--- src/rtl/axi4_lite_arbiter.sv ---
// rtl/axi4_lite_arbiter.sv - N-to-1 AXI4-Lite arbiter, independent round-robin read/write paths
// One outstanding transaction per direction; grant is registered one cycle after a request appears.
module axi4_lite_arbiter #(
  parameter int N   = 2,
  parameter int A_W = 32,
  parameter int D_W = 32,
  localparam int S_W = D_W / 8,
  localparam int G_W = (N > 1) ? $clog2(N) : 1
) (
  input  logic               aclk,
  input  logic               aresetn,
  input  logic [N-1:0]       s_awvalid,
  output logic [N-1:0]       s_awready,
  input  logic [N*A_W-1:0]   s_awaddr,
  input  logic [N-1:0]       s_wvalid,
  output logic [N-1:0]       s_wready,
  input  logic [N*D_W-1:0]   s_wdata,
  input  logic [N*S_W-1:0]   s_wstrb,
  output logic [N-1:0]       s_bvalid,
  input  logic [N-1:0]       s_bready,
  output logic [N*2-1:0]     s_bresp,
  input  logic [N-1:0]       s_arvalid,
  output logic [N-1:0]       s_arready,
  input  logic [N*A_W-1:0]   s_araddr,
  output logic [N-1:0]       s_rvalid,
  input  logic [N-1:0]       s_rready,
  output logic [N*D_W-1:0]   s_rdata,
  output logic [N*2-1:0]     s_rresp,
  output logic               m_awvalid,
  input  logic               m_awready,
  output logic [A_W-1:0]     m_awaddr,
  output logic               m_wvalid,
  input  logic               m_wready,
  output logic [D_W-1:0]     m_wdata,
  output logic [S_W-1:0]     m_wstrb,
  input  logic               m_bvalid,
  output logic               m_bready,
  input  logic [1:0]         m_bresp,
  output logic               m_arvalid,
  input  logic               m_arready,
  output logic [A_W-1:0]     m_araddr,
  input  logic               m_rvalid,
  output logic               m_rready,
  input  logic [D_W-1:0]     m_rdata,
  input  logic [1:0]         m_rresp,
  output logic [G_W-1:0]     wr_grant,
  output logic [G_W-1:0]     rd_grant,
  output logic               wr_busy,
  output logic               rd_busy
);

  typedef enum logic [1:0] {W_IDLE, W_ADDR, W_RESP} wr_state_e;
  typedef enum logic [1:0] {R_IDLE, R_ADDR, R_DATA} rd_state_e;

  wr_state_e      wr_state_q, wr_state_d;
  rd_state_e      rd_state_q, rd_state_d;
  logic [G_W-1:0] wr_grant_q, wr_grant_d, wr_ptr_q, wr_ptr_d;
  logic [G_W-1:0] rd_grant_q, rd_grant_d, rd_ptr_q, rd_ptr_d;
  logic           aw_done_q, aw_done_d, w_done_q, w_done_d;

  // First requester at or above ptr, wrapping modulo N.
  function automatic logic [G_W-1:0] rr_pick(input logic [N-1:0] req, input logic [G_W-1:0] ptr);
    logic [G_W-1:0] pick;
    logic           found;
    int             idx;
    pick  = '0;
    found = 1'b0;
    for (int k = 0; k < N; k++) begin
      idx = int'(ptr) + k;
      if (idx >= N) idx = idx - N;
      if (!found && req[idx[G_W-1:0]]) begin
        pick  = idx[G_W-1:0];
        found = 1'b1;
      end
    end
    return pick;
  endfunction

  function automatic logic [G_W-1:0] rr_next(input logic [G_W-1:0] g);
    return (g == G_W'(N - 1)) ? '0 : g + 1'b1;
  endfunction

  always_comb begin
    wr_state_d = wr_state_q;
    wr_grant_d = wr_grant_q;
    wr_ptr_d   = wr_ptr_q;
    aw_done_d  = aw_done_q;
    w_done_d   = w_done_q;
    s_awready  = '0;
    s_wready   = '0;
    s_bvalid   = '0;
    s_bresp    = '0;
    m_awvalid  = 1'b0;
    m_wvalid   = 1'b0;
    m_bready   = 1'b0;
    m_awaddr   = s_awaddr[wr_grant_q*A_W +: A_W];
    m_wdata    = s_wdata[wr_grant_q*D_W +: D_W];
    m_wstrb    = s_wstrb[wr_grant_q*S_W +: S_W];
    case (wr_state_q)
      W_IDLE: begin
        if (|s_awvalid) begin
          wr_grant_d = rr_pick(s_awvalid, wr_ptr_q);
          wr_state_d = W_ADDR;
        end
      end
      W_ADDR: begin
        // done flags mask the channel that already handshook so it is never forwarded twice
        m_awvalid             = s_awvalid[wr_grant_q] & ~aw_done_q;
        s_awready[wr_grant_q] = m_awready & ~aw_done_q;
        m_wvalid              = s_wvalid[wr_grant_q] & ~w_done_q;
        s_wready[wr_grant_q]  = m_wready & ~w_done_q;
        aw_done_d             = aw_done_q | (m_awvalid & m_awready);
        w_done_d              = w_done_q | (m_wvalid & m_wready);
        if (aw_done_d && w_done_d) wr_state_d = W_RESP;
      end
      W_RESP: begin
        s_bvalid[wr_grant_q]          = m_bvalid;
        m_bready                      = s_bready[wr_grant_q];
        s_bresp[wr_grant_q*2 +: 2]    = m_bresp;
        if (m_bvalid && s_bready[wr_grant_q]) begin
          aw_done_d  = 1'b0;
          w_done_d   = 1'b0;
          wr_ptr_d   = rr_next(wr_grant_q);
          wr_state_d = W_IDLE;
        end
      end
      default: wr_state_d = W_IDLE;
    endcase
  end

  always_comb begin
    rd_state_d = rd_state_q;
    rd_grant_d = rd_grant_q;
    rd_ptr_d   = rd_ptr_q;
    s_arready  = '0;
    s_rvalid   = '0;
    s_rdata    = '0;
    s_rresp    = '0;
    m_arvalid  = 1'b0;
    m_rready   = 1'b0;
    m_araddr   = s_araddr[rd_grant_q*A_W +: A_W];
    case (rd_state_q)
      R_IDLE: begin
        if (|s_arvalid) begin
          rd_grant_d = rr_pick(s_arvalid, rd_ptr_q);
          rd_state_d = R_ADDR;
        end
      end
      R_ADDR: begin
        m_arvalid             = s_arvalid[rd_grant_q];
        s_arready[rd_grant_q] = m_arready;
        if (m_arvalid && m_arready) rd_state_d = R_DATA;
      end
      R_DATA: begin
        s_rvalid[rd_grant_q]          = m_rvalid;
        m_rready                      = s_rready[rd_grant_q];
        s_rdata[rd_grant_q*D_W +: D_W] = m_rdata;
        s_rresp[rd_grant_q*2 +: 2]    = m_rresp;
        if (m_rvalid && s_rready[rd_grant_q]) begin
          rd_ptr_d   = rr_next(rd_grant_q);
          rd_state_d = R_IDLE;
        end
      end
      default: rd_state_d = R_IDLE;
    endcase
  end

  always_ff @(posedge aclk or negedge aresetn) begin
    if (!aresetn) begin
      wr_state_q <= W_IDLE;
      rd_state_q <= R_IDLE;
      wr_grant_q <= '0;
      wr_ptr_q   <= '0;
      rd_grant_q <= '0;
      rd_ptr_q   <= '0;
      aw_done_q  <= 1'b0;
      w_done_q   <= 1'b0;
    end else begin
      wr_state_q <= wr_state_d;
      rd_state_q <= rd_state_d;
      wr_grant_q <= wr_grant_d;
      wr_ptr_q   <= wr_ptr_d;
      rd_grant_q <= rd_grant_d;
      rd_ptr_q   <= rd_ptr_d;
      aw_done_q  <= aw_done_d;
      w_done_q   <= w_done_d;
    end
  end

  assign wr_grant = wr_grant_q;
  assign rd_grant = rd_grant_q;
  assign wr_busy  = (wr_state_q != W_IDLE);
  assign rd_busy  = (rd_state_q != R_IDLE);

endmodule

--- config.mk ---
export PLATFORM = sky130hd
export DESIGN_NAME = axi4_lite_arbiter
export DESIGN_NICKNAME = d
export VERILOG_FILES = /design/src/rtl/axi4_lite_arbiter.sv
export SDC_FILE = /design/constraint.sdc
export NUM_CORES = 1
export LEC_CHECK = 0
export ABC_AREA = 1
export CAP_MARGIN = 20
export CORE_AREA = 2 2 172 174
export DETAILED_ROUTE_END_ITERATION = 8
export DIE_AREA = 0 0 174 176
export PLACE_DENSITY = 0.49
export SLEW_MARGIN = 20
export SYNTH_ARGS = -nofsm -noshare
export SYNTH_HDL_FRONTEND = slang
export SYNTH_SLANG_ARGS = --single-unit
--- constraint.sdc ---
create_clock -name aclk -period 1.51 [get_ports aclk]
set_input_delay 0.302 -clock aclk [delete_from_list [all_inputs] [get_ports aclk]]
set_output_delay 0.302 -clock aclk [all_outputs]
set_load 0.005 [all_outputs]
==> summary.txt <==
Synth area leaders: nand2_1 (53%), nor2_1 (14%), dfrtp_1 (11%), inv_1 (8.5%), buf_2 (5.4%)
Post-synth EDFFs: 0
Hold Buf Count CTS: 0
Core Box Area: 0.0285 mm^2
Critical Path AT: 1.52 ns
Worst R2R End: rd_ptr_q$_DFFE_PN0P_
Finished Core Util: 31.7%
register area: 253 um^2
Avg Vias per Cell: 3.62
Num CTS Buffers: 3
WP data required: 1.21 ns
Skew-Pair Late Insertion Delay: 0.23 ns
Die Y-Extent: 176 um
failing checks: negative setup slack
Total GRT Usage: 12.0%
Root Buffer: clkbuf_16
PwrDens: 1240 mW/mm^2
Syn Std Cell Area: 0.00233 mm^2
Clock Skew: 0.000228 ns
vias in the first global route: 5,170
worst setup margin: -0.307 ns
H-tree lvl count: 1
fin. max-slew vios: 0
Seq/Total Area, Yosys: 10.7%
I/O Buffers: 443
Placed Cells: 1,377
clock sinks: 10
Fin. Hold Viols: 0
critical path type: flop to output pin
fmax: 550 MHz
gpl congestion: 0.721
Nets: 1,330
row cnt: 62
number of fill cells: 3,149
crit-path max FO: 6
post-layout instance area: 0.00904 mm^2
most frequent cells after synthesis: nand2_1 (330), nor2_1 (84), inv_1 (53)
post-detail-place hpwl: 15,900 um
#FFs+latches synth: 10
total gr overflow: 0
Syn Area/Cell: 4.31 um^2
fin crit share: 120%
CP Launch Type: flop
Maximum Capacitance Violations: 0
top_reg_cell synth: dfrtp_1
crit end category: output pin
initial antenna violation count: 4
most common cell in the netlist: nand2_1
Ys Warns: 0
top cell type's share of synthesized area: 53.1%
RSZ-0062 raised after global routing: true
largest net degree at the start of global routing: 36
status: finished, violations left
layout cells sized above 1: 50.1%
post-synth cell types: 19
Leak: 4.68 nW
initial DRC count: 88
FF-to-FF path depth: 11
per-cell routed wire length: 15.0 um
Clock Tree Buf Depth: 2
syn nets: 794
# IOs: 444
Cells after Synth: 541
Initial Utilization: 8.17%
area of the multi-input gates: 0.00266 mm^2
worst rel slew slack: 84.8%
post-place setup slack: -0.601 ns
vias: 5,293
first-pass GRT wire length: 29,000 um
WL final: 22,000 um
fin crit period: 1.82 ns
DRC Markers: 0
Post-DP Area: 0.00748 mm^2
ys async rst share: 100%
Tightest Hold Check Type: primary input to asynchronous set/reset pin
CTS tree: built
pin slew with the least headroom to its limit: 0.228 ns
CP Launch Point: wr_grant$_DFFE_PN0P_
antenna viol nets, final: 0
peak supply drop: 0.000549 V
final setup fails: 179
Layout Area Growth over Synthesis: 288%
final std cells w/o fill: 1,464
Clock Pin Slew Worst Setup and Hold Paths: 0.04 ns
Reg2Reg Launch Point: rd_grant$_DFFE_PN0P_
Die X-Extent: 174 um
Worst R2R Setup Slack: 0.04 ns
Synth area leader: nand2_1
DRT Pass-1 Iters: 4
DIE AREA: 0.0306 mm^2
## power breakdown
group / switching (W) / internal [W] / leakage (nW)
Clock: 0.000128 / 0.000399 / 0.0442
Combinational: 0.00461 / 0.00553 / 4.52
Sequential: 0.000124 / 0.000393 / 0.123
Total: 0.00486 / 0.00632 / 4.68
## registers in the layout, indices dropped and copies added, names as in the netlist
name and cells:
rd_state_q 2, wr_state_q 2, rd_ptr_q 1, rd_grant 1
w_done_q 1, aw_done_q 1, wr_ptr_q 1, wr_grant 1
## cell type report
cell class,instances,area share [%]
clock buffer,4,0.982
sequential,10,2.80
multi-input combinational,446,29.4
tap,384,5.31
timing repair buffer,560,58.9
inverter,56,2.52
antenna,4,0.111
## logic make-up (layout without fill, tap and decap cells)
| group | after synthesis | in the layout | synth area share [%] |
|---|---|---|---|
| AND/OR/NAND/NOR | 431 | 431 | 70.5 |
| buffers and inverters | 85 | 620 | 15.0 |
| AO/OA/AOI/OAI | 15 | 15 | 3.75 |
| flip-flops | 10 | 10 | 10.7 |
| other | 0 | 4 | 0 |
## metrics by stage
stage                     setup TNS, ns  power (W)  hold slack [ns]
after global routing             -44.22     0.0120            0.398
after global placement           -59.62    0.00746            0.485
after floorplan                       0    0.00286          0.00641
final                            -32.63     0.0112            0.371
after detailed placement         -59.06    0.00744            0.493
after CTS                        -69.62    0.00892            0.381
## worst max-delay path: stages, from the launching register on
cell and delay, ns:
dfrtp_2 0.46, buf_12 0.16, buf_12 0.13, buf_8 0.13
buf_16 0.14, nor3_4 0.10, buf_2 0.14
## metal layers
layer	track usage [%]	vias to the layer above	wire, um	share of wire, %
met5	0	-	0	0
met4	2.21	0	387	1.8
met3	4.09	20	1890	8.6
met2	23.6	274	11800	54
met1	12.4	2329	7940	36
li1	-	2670	-	-
## worst max path at each step
stage / to / slack (ns)
2_1_floorplan: m_awaddr[0] / 0.22
3_3_place_gp: m_awvalid / -0.62
3_5_place_dp: m_awvalid / -0.60
4_1_cts: m_wdata[2] / -0.55
5_1_grt: s_awready[0] / -0.34
6_report: s_awready[0] / -0.31
## layout by cell type (no fill, tap or decap)
cell | synthesis | layout
a21oi_1 | 7 | 5
a21oi_2 | 0 | 2
and2_4 | 0 | 1
buf_12 | 0 | 14
buf_16 | 0 | 9
buf_2 | 25 | 107
buf_4 | 0 | 35
buf_6 | 0 | 55
buf_8 | 0 | 18
clkbuf_16 | 0 | 13
clkbuf_2 | 0 | 55
clkbuf_8 | 0 | 1
clkdlybuf4s15_2 | 0 | 1
clkdlybuf4s50_1 | 0 | 251
clkinv_8 | 0 | 1
dfrtp_1 | 10 | 8
dfrtp_2 | 0 | 2
diode_2 | 0 | 4
dlymetal6s2s_1 | 0 | 5
inv_1 | 53 | 49
inv_2 | 2 | 4
inv_4 | 0 | 2
nand2_1 | 330 | 183
nand2_2 | 2 | 115
nand2_4 | 0 | 33
nand2_8 | 0 | 1
nand3_1 | 2 | 2
nand4_1 | 1 | 1
nor2_1 | 84 | 26
nor2_2 | 1 | 31
nor2_4 | 0 | 28
nor3_2 | 0 | 7
nor3_4 | 0 | 3
o21ai_0 | 3 | 2
o21ai_1 | 1 | 1
o21ai_4 | 0 | 1
o21bai_1 | 2 | 2
o32ai_1 | 2 | 2
## what timing repair did
| item | in CTS | in global routing |
|---|---|---|
| setup buffers | 15 | 46 |
| endpoints found under the setup margin | 191 | 196 |
| cloned | 8 | 16 |
| pin swaps | 6 | 64 |
| gates resized for setup | 300 | 712 |
Note: power is estimated with default switching activity, not from simulation.
